### config.mk
export PLATFORM = sky130hd
export DESIGN_NAME = bp_me_wormhole_link_arbiter
export DESIGN_NICKNAME = d
export VERILOG_FILES = /design/src/rtl/bp_me_wormhole_link_arbiter.sv
export SDC_FILE = /design/constraint.sdc
export NUM_CORES = 1
export LEC_CHECK = 0
export ABC_AREA = 0
export CAP_MARGIN = 0
export CORE_ASPECT_RATIO = 0.5
export CORE_MARGIN = 2
export CORE_UTILIZATION = 21
export DETAILED_ROUTE_END_ITERATION = 12
export PLACE_DENSITY = 0.82
export SYNTH_ARGS = -nofsm -noshare
export SYNTH_HDL_FRONTEND = slang
export SYNTH_SLANG_ARGS = --single-unit
### constraint.sdc
create_clock -name clk_i -period 1.8 [get_ports clk_i]
set_clock_uncertainty 0.05 [all_clocks]
set_input_delay 0.45 -clock clk_i [delete_from_list [all_inputs] [get_ports clk_i]]
set_output_delay 0.45 -clock clk_i [all_outputs]
set_load 0.005 [all_outputs]
### src/rtl/bp_me_wormhole_link_arbiter.sv
`default_nettype none
// ============================================================================
// Module   : bp_me_wormhole_link_arbiter
// Purpose  : Packet-granular round-robin sharing of one wormhole link by N
//            source links; data/valid/ready pass through combinationally.
// Revision : 1.0 - initial release
// ============================================================================
module bp_me_wormhole_link_arbiter #(
  parameter int flit_width_p = 64,
  parameter int len_width_p  = 4,
  parameter int len_offset_p = 0,
  parameter int num_src_p    = 2,
  localparam int src_id_width_lp = $clog2(num_src_p)
) (
  input  logic                              clk_i,
  input  logic                              reset_n_i,
  input  logic [num_src_p*flit_width_p-1:0] src_data_i,
  input  logic [num_src_p-1:0]              src_v_i,
  output logic [num_src_p-1:0]              src_ready_and_o,
  output logic [flit_width_p-1:0]           dst_data_o,
  output logic                              dst_v_o,
  input  logic                              dst_ready_and_i,
  output logic                              grant_v_o,
  output logic [src_id_width_lp-1:0]        grant_id_o
);

  typedef enum logic [0:0] {
    ST_IDLE = 1'b0,
    ST_LOCK = 1'b1
  } state_t;

  localparam logic [src_id_width_lp-1:0] c_last_rst = src_id_width_lp'(num_src_p - 1);
  localparam logic [len_width_p-1:0]     c_len_one  = len_width_p'(1);

  state_t                       r_state;
  logic [src_id_width_lp-1:0]   r_grant;
  logic [src_id_width_lp-1:0]   r_last;
  logic                         r_hdr;
  logic [len_width_p-1:0]       r_cnt;

  logic [flit_width_p-1:0]      w_src_flit [num_src_p];
  logic [src_id_width_lp-1:0]   w_winner;
  logic [src_id_width_lp-1:0]   w_cand;
  logic                         w_found;
  logic                         w_xfer;
  logic                         w_last_flit;
  logic [len_width_p-1:0]       w_len;

  for (genvar g = 0; g < num_src_p; g++) begin : g_unpack
    assign w_src_flit[g] = src_data_i[g*flit_width_p +: flit_width_p];
  end

  // Round-robin search begins one past the most recently served source.
  always_comb begin
    w_winner = '0;
    w_cand   = '0;
    w_found  = 1'b0;
    for (int i = 1; i <= num_src_p; i++) begin
      w_cand = src_id_width_lp'((int'(r_last) + i) % num_src_p);
      if (!w_found && src_v_i[w_cand]) begin
        w_found  = 1'b1;
        w_winner = w_cand;
      end
    end
  end

  assign dst_data_o = w_src_flit[r_grant];
  assign dst_v_o    = (r_state == ST_LOCK) && src_v_i[r_grant];
  assign grant_v_o  = (r_state == ST_LOCK);
  assign grant_id_o = r_grant;

  always_comb begin
    src_ready_and_o = '0;
    if (r_state == ST_LOCK) begin
      src_ready_and_o[r_grant] = dst_ready_and_i;
    end
  end

  assign w_len       = dst_data_o[len_offset_p +: len_width_p];
  assign w_xfer      = dst_v_o && dst_ready_and_i;
  assign w_last_flit = r_hdr ? (w_len == '0) : (r_cnt == c_len_one);

  always_ff @(posedge clk_i or negedge reset_n_i) begin
    if (!reset_n_i) begin
      r_state <= ST_IDLE;
      r_grant <= '0;
      r_last  <= c_last_rst;
      r_hdr   <= 1'b1;
      r_cnt   <= '0;
    end else begin
      case (r_state)
        ST_IDLE: begin
          if (w_found) begin
            r_grant <= w_winner;
            r_hdr   <= 1'b1;
            r_state <= ST_LOCK;
          end
        end
        ST_LOCK: begin
          if (w_xfer) begin
            if (w_last_flit) begin
              r_last  <= r_grant;
              r_hdr   <= 1'b1;
              r_state <= ST_IDLE;
            end else if (r_hdr) begin
              r_cnt <= w_len;
              r_hdr <= 1'b0;
            end else begin
              r_cnt <= r_cnt - c_len_one;
            end
          end
        end
        default: r_state <= ST_IDLE;
      endcase
    end
  end

endmodule
`default_nettype wire

; ---- After elaboration in Yosys (flattened, before gate mapping)
; Cells that the tools add are included.
[op_classes]
shifts = 0
div_mod_pow = 0
n_addsub = 3
n_mux = 26
n_reduce_logical = 10
bitwise_logic = 4
n_eq_ne = 3
magnitude_cmp = 5
mul = 0
[op_table]
columns = cell, n
row1 = $mux W64, 3
row2 = $mux W1, 18
row3 = $lt A1 B2 Y1 const B, 3
row4 = $reduce_and A3 Y1, 2
row5 = $eq A4 B1 Y1 const B, 1
row6 = $logic_and A1 B1 Y1, 4
row7 = $logic_not A4 Y1, 1
row8 = $mux W4, 1
row9 = $pmux W1 S2, 2
row10 = $reduce_and A2 Y1, 2
row11 = $sub A4 B1 Y4 const B, 1
row12 = $add A1 B1 Y1 const B, 2
row13 = $and A2 B2 Y2, 1
row14 = $ge A2 B2 Y1 const B, 1
row15 = $mux W2, 1
row16 = $ne A2 B1 Y1 const B, 1
row17 = $ne A2 B2 Y1 const B, 1
row18 = $not A1 Y1, 2
row19 = $not A1 Y2, 1
row20 = $demux W1 S1, 1
row21 = $ge A1 B1 Y1 const B, 1
row22 = $logic_not A1 Y1, 1
[word_totals]
n_memories = 0
out_inout_bits = 69
reg_bits = 8
ramBits = 0
romBits = 0
latchBits = 0

; ---- Logic depth before layout (Yosys ltp)
[logic_depth]
ltp_word = 9
ltp_mapped = 6

; ---- Worst setup path before layout
; No wires, ideal clock.
[synth_path]
path_kind = register to output
start = register r_grant (netlist: grant_id_o)
end = output port dst_data_o[20]
arrival_time_ns = 1.385
path_buffers = 3
setup_slack_ns = -0.085
stages_incl_launch_ff = 5
t_required_ns = 1.300
path_cell_list = dfrtp_1 > buf_6 > clkbuf_1 > buf_2 > mux2_2
[synth_between]
elab_chain_cells = 4
[synth_rtl]
columns = item, line_no
row1 = "start, declared", 36  ; logic [src_id_width_lp-1:0] r_grant;
row2 = "start signal, assigned", 94  ; r_grant <= w_winner;
row3 = $not A1 Y2 (implied by the code), 67  ; assign dst_data_o = w_src_flit[r_grant];
row4 = $mux W64 (implied by the code) (3 in a row), 67
row5 = "end, declared", 20  ; output logic [flit_width_p-1:0] dst_data_o,
; No other way between the ends. The select of a mux whose other input is x is not followed.

; ---- Worst setup path after layout
[layout_path]
start = register r_grant (netlist: grant_id_o)
end = output port dst_data_o[5]
; The elaborated chain is that of the path after synthesis.

==> results summary <==
The count of cell types in the netlist is 34. The number of ports placed on the die boundary is a little over 200. The synthesis-to-layout area growth is 201%. The share of synthesized area in the top cell type comes to between 50% and 60%.

The footprint of the flip-flops and latches is ~200 um^2. The setup-violating endpoint count in the final report came out at 73. In the final design database the tool counted slightly below 500 nets. The number of flops mapped to enable cells by yosys came out at 0. The checks that failed: setup timing. The category of the most critical setup path is reg2out. The wire-length estimate of the detail-placed layout is around 6.5 mm. The number of warning messages in the yosys log is 0.

The aggregate global-route resource usage is a little over a fifth. In this run the clock root is driven by a sky130_fd_sc_hd__clkbuf_16. The biggest area contributor in the post-synthesis netlist is sky130_fd_sc_hd__mux2_2. The share of the clock period used by the worst path after layout came out at 115%. The endpoint arrival time on the critical path is 1.58 ns. The TritonCTS clock tree is built. The number of hold buffers added after CTS was 0. The data required time at the worst endpoint came out at 1.30 ns. The maximum level of the CTS H-tree is 1. Among all flip-flop cells after synthesis, the most frequent one is sky130_fd_sc_hd__dfrtp_1.

After technology mapping, the gate count stands at approximately 130. The largest driver fanout on the critical path came out at 7. The multi-input combinational cells in the finished layout cover a total of around 1200 um^2.

Overall power consumption after layout is estimated at 4.29 mW. Yosys instantiated no cell more often than sky130_fd_sc_hd__mux2_2. For this run, the top clock speed supported by timing is ~0.48 GHz. The clock-pin slew on the worst setup and hold paths is approximately 0.04 ns. The via total after detailed routing came out at 1,971. Cell internal power was estimated by the tool at between 2 and 3 mW. The nature of the critical path endpoint is a primary output. The number of violations of the max-capacitance limit came out at 0. On the critical path, the stage with the largest delay is an instance of sky130_fd_sc_hd__dfrtp_2. The startpoint of the most critical setup path is grant_id_o. The count of nets left with antenna violations once routing finished came out at 0.

The detailed-routing iteration count for the pre-antenna-repair pass is 4. The initial antenna violation count is 0. The critical path goes through buf_12, buf_12, buf_12, buf_6, mux2_4, buf_6.

The synthesized netlist net count is around 260. Hold is met by about 0.47 ns. Row generation in the floorplan step produced 20 rows. The via count of the first global-routing pass is 2,017.

The power share of the sequential group is roughly 8.1%. The total clock buffers created by CTS is 3. The switching part of the total power is 32.3%. For this design the total switching power over the nets is 1.39 mW. After synthesis, the most frequently instantiated cells are sky130_fd_sc_hd__mux2_2 (63), sky130_fd_sc_hd__nor2_1 (7), sky130_fd_sc_hd__dfrtp_1 (6). For this run, the register share of the synthesized area comes to between 15 and 20%. For the pin with the worst max-slew slack, the measured transition is around 0.40 ns.

The fraction of layout instances using a drive strength above 1 is about 51%. The final count of pins violating max slew came to 0. The count of fill cells added during filler insertion came out at 491. The flow ran to the end, but the final reports show violations. The leftover overflow at the end of global routing came out at 0. Across all setup checks in the final design, the least slack found is -0.279 ns. Combinational cells account for approximately 83% of the total power.

The power density of the placed cells came out at approximately 1100 nW/um^2. The number of clock sinks seen by CTS is 8. By area the synthesized netlist is led by sky130_fd_sc_hd__mux2_2 (55%), sky130_fd_sc_hd__dfrtp_1 (12%), sky130_fd_sc_hd__dfstp_2 (4.1%). The width of the chip is 115 um. In this run the tightest slew margin relative to its limit is between 70 and 80%.

The clock latency of the later-clocked register in the worst-skew pair is between 0.2 and 0.25 ns. After routing, the total negative slack on setup checks comes to -10.93 ns. The post-synthesis sequential element count came out at 8. Measured along the y axis, the die boundary spans around 60 um. The sum of routed wire length over all layers came out at 8.16 mm. By instance count, the cell type seen most on the critical path is sky130_fd_sc_hd__buf_12. During placement, the flow inserted port buffers numbering about 200. The initial utilization of the core area, before any placement, comes to 21.6%. The cell area after technology mapping came out at between 1000 and 1500 um^2. After detailed routing, the number of remaining DRC violations is 0. The largest vdd supply drop came out at about 0.53 mV. The wire length per cell came out at around 19 um. For this design the static power due to leakage is roughly 1.7 nW.

The clock power share came out at 8.9%. The global-route wire length before repair is approximately 11 mm. For this run, asynchronously set or reset flops after synthesis account for between 90% and 100%. The longest clock path from root to sink contains 2 buffers. The number of hold-slack violations in the final timing report is 0. The worst stage delay on the critical path is 0.41 ns. The antenna diode instance count is 0. The congestion estimate from routability-driven global placement came to around 0.87.

The detail-routed via count per cell came out at 4.50. The core area is about 6000 um^2. The tightest min-delay check is of the in2async type. The count of routing violations after the opening detailed-route iteration is 48. The post-synthesis area per instance came out at 10.1 um^2. Setup repair after global routing could not meet its margin everywhere. The final critical-path required period came out at approximately 2.1 ns.

The worst register-to-register path begins at grant_id_o. The pin count of the biggest net entering global routing came out at 14. STA classifies the critical path startpoint as a flop. The area enclosed by the die boundary came out at around 6900 um^2.
==> layout make-up <==
type                       count  area share [%]
timing repair buffer         238            60.4
sequential                     8            5.23
inverter                       4           0.385
clock buffer                   4            2.02
tap                           77            2.47
multi-input combinational    107            29.5
==> sequential cells by signal, indices dropped and copies added (netlist names) <==
signal,count
r_cnt,4
grant_id_o,1
grant_v_o,1
r_hdr,1
r_last,1
==> per-layer routing <==
metal  vias to the layer above  wire length (um)  global-route usage (%)
met5                         -                 0                       0
met4                         0               199                    6.88
met3                        16               139                    2.25
met2                        37              4690                    42.5
met1                       970              3130                    24.5
li1                        948                 -                       -
==> final timing paths <==
check / end / slack (ns) / cells past startpoint
max in group asynchronous: r_hdr / 0.91 / 1
setup reg to reg: r_last / -0.24 / 7
setup / recovery: dst_data_o[5] / -0.28 / 6
hold / removal: r_cnt[2] / 0.47 / 1
hold reg to reg: r_cnt[2] / 0.48 / 1
min in group clk_i: r_cnt[2] / 0.48 / 1
==> per-stage QoR <==
stage | setup WS (ns) | utilization, % | cell area, um^2 | instances
2_1_floorplan | 0.0354 | - | 1300 | 128
3_3_place_gp | -0.415 | 58.0 | 3480 | 410
3_5_place_dp | -0.454 | 58.0 | 3480 | 410
4_1_cts | -0.273 | 62.1 | 3730 | 432
5_1_grt | -0.297 | 65.0 | 3900 | 438
6_report | -0.279 | 65.0 | 3900 | 438
==> cells by family (layout without fill, tap and decap cells) <==
logic type                 count (synthesis)  count (layout)  share of synthesized area (%)
muxes                                     68              68                           59.0
and+or+nand+nor                           24              24                           11.2
AOI/OAI and AO/OA                         13              13                           7.53
buffers and inverters                     13             246                           4.73
DFF                                        8               8                           15.6
adders and majority gates                  2               2                           1.93
==> timing repair <==
action | CTS | global route
gates cloned | 4 | 0
resized for setup | 297 | 46
setup endpoints to repair | 73 | 75
pin swaps | 3 | 5
setup buffers | 14 | 10
==> worst max-delay path: cells and delay by family (launching register included) <==
kind                   cells  cell delay, ns
buffers and inverters      5            0.63
multiplexers               1            0.30
flip-flops                 1            0.41
==> placed cells by master, fill, tap and decap left out, drive strengths merged, types with 3 or more instances in the layout <==
cell           Yosys  final
buf                6     96
clkbuf             3      9
clkdlybuf4s15      0      3
clkdlybuf4s50      0    133
dfrtp              6      6
inv                4      4
mux2              64     64
mux2i              4      4
nand2              4      4
nand3              3      3
nor2               7      7
==> power by group through the flow <==
stage | Sequential [mW] | Combinational, mW | Clock (mW)
final | 0.347 | 3.56 | 0.383
after global routing | 0.354 | 3.75 | 0.398
after CTS | 0.340 | 3.27 | 0.388
after detailed placement | 0.352 | 2.71 | 0
after global placement | 0.349 | 2.65 | 0
after floorplan | 0.319 | 1.24 | 0
No activity file was read; power rests on OpenSTA's default activity.
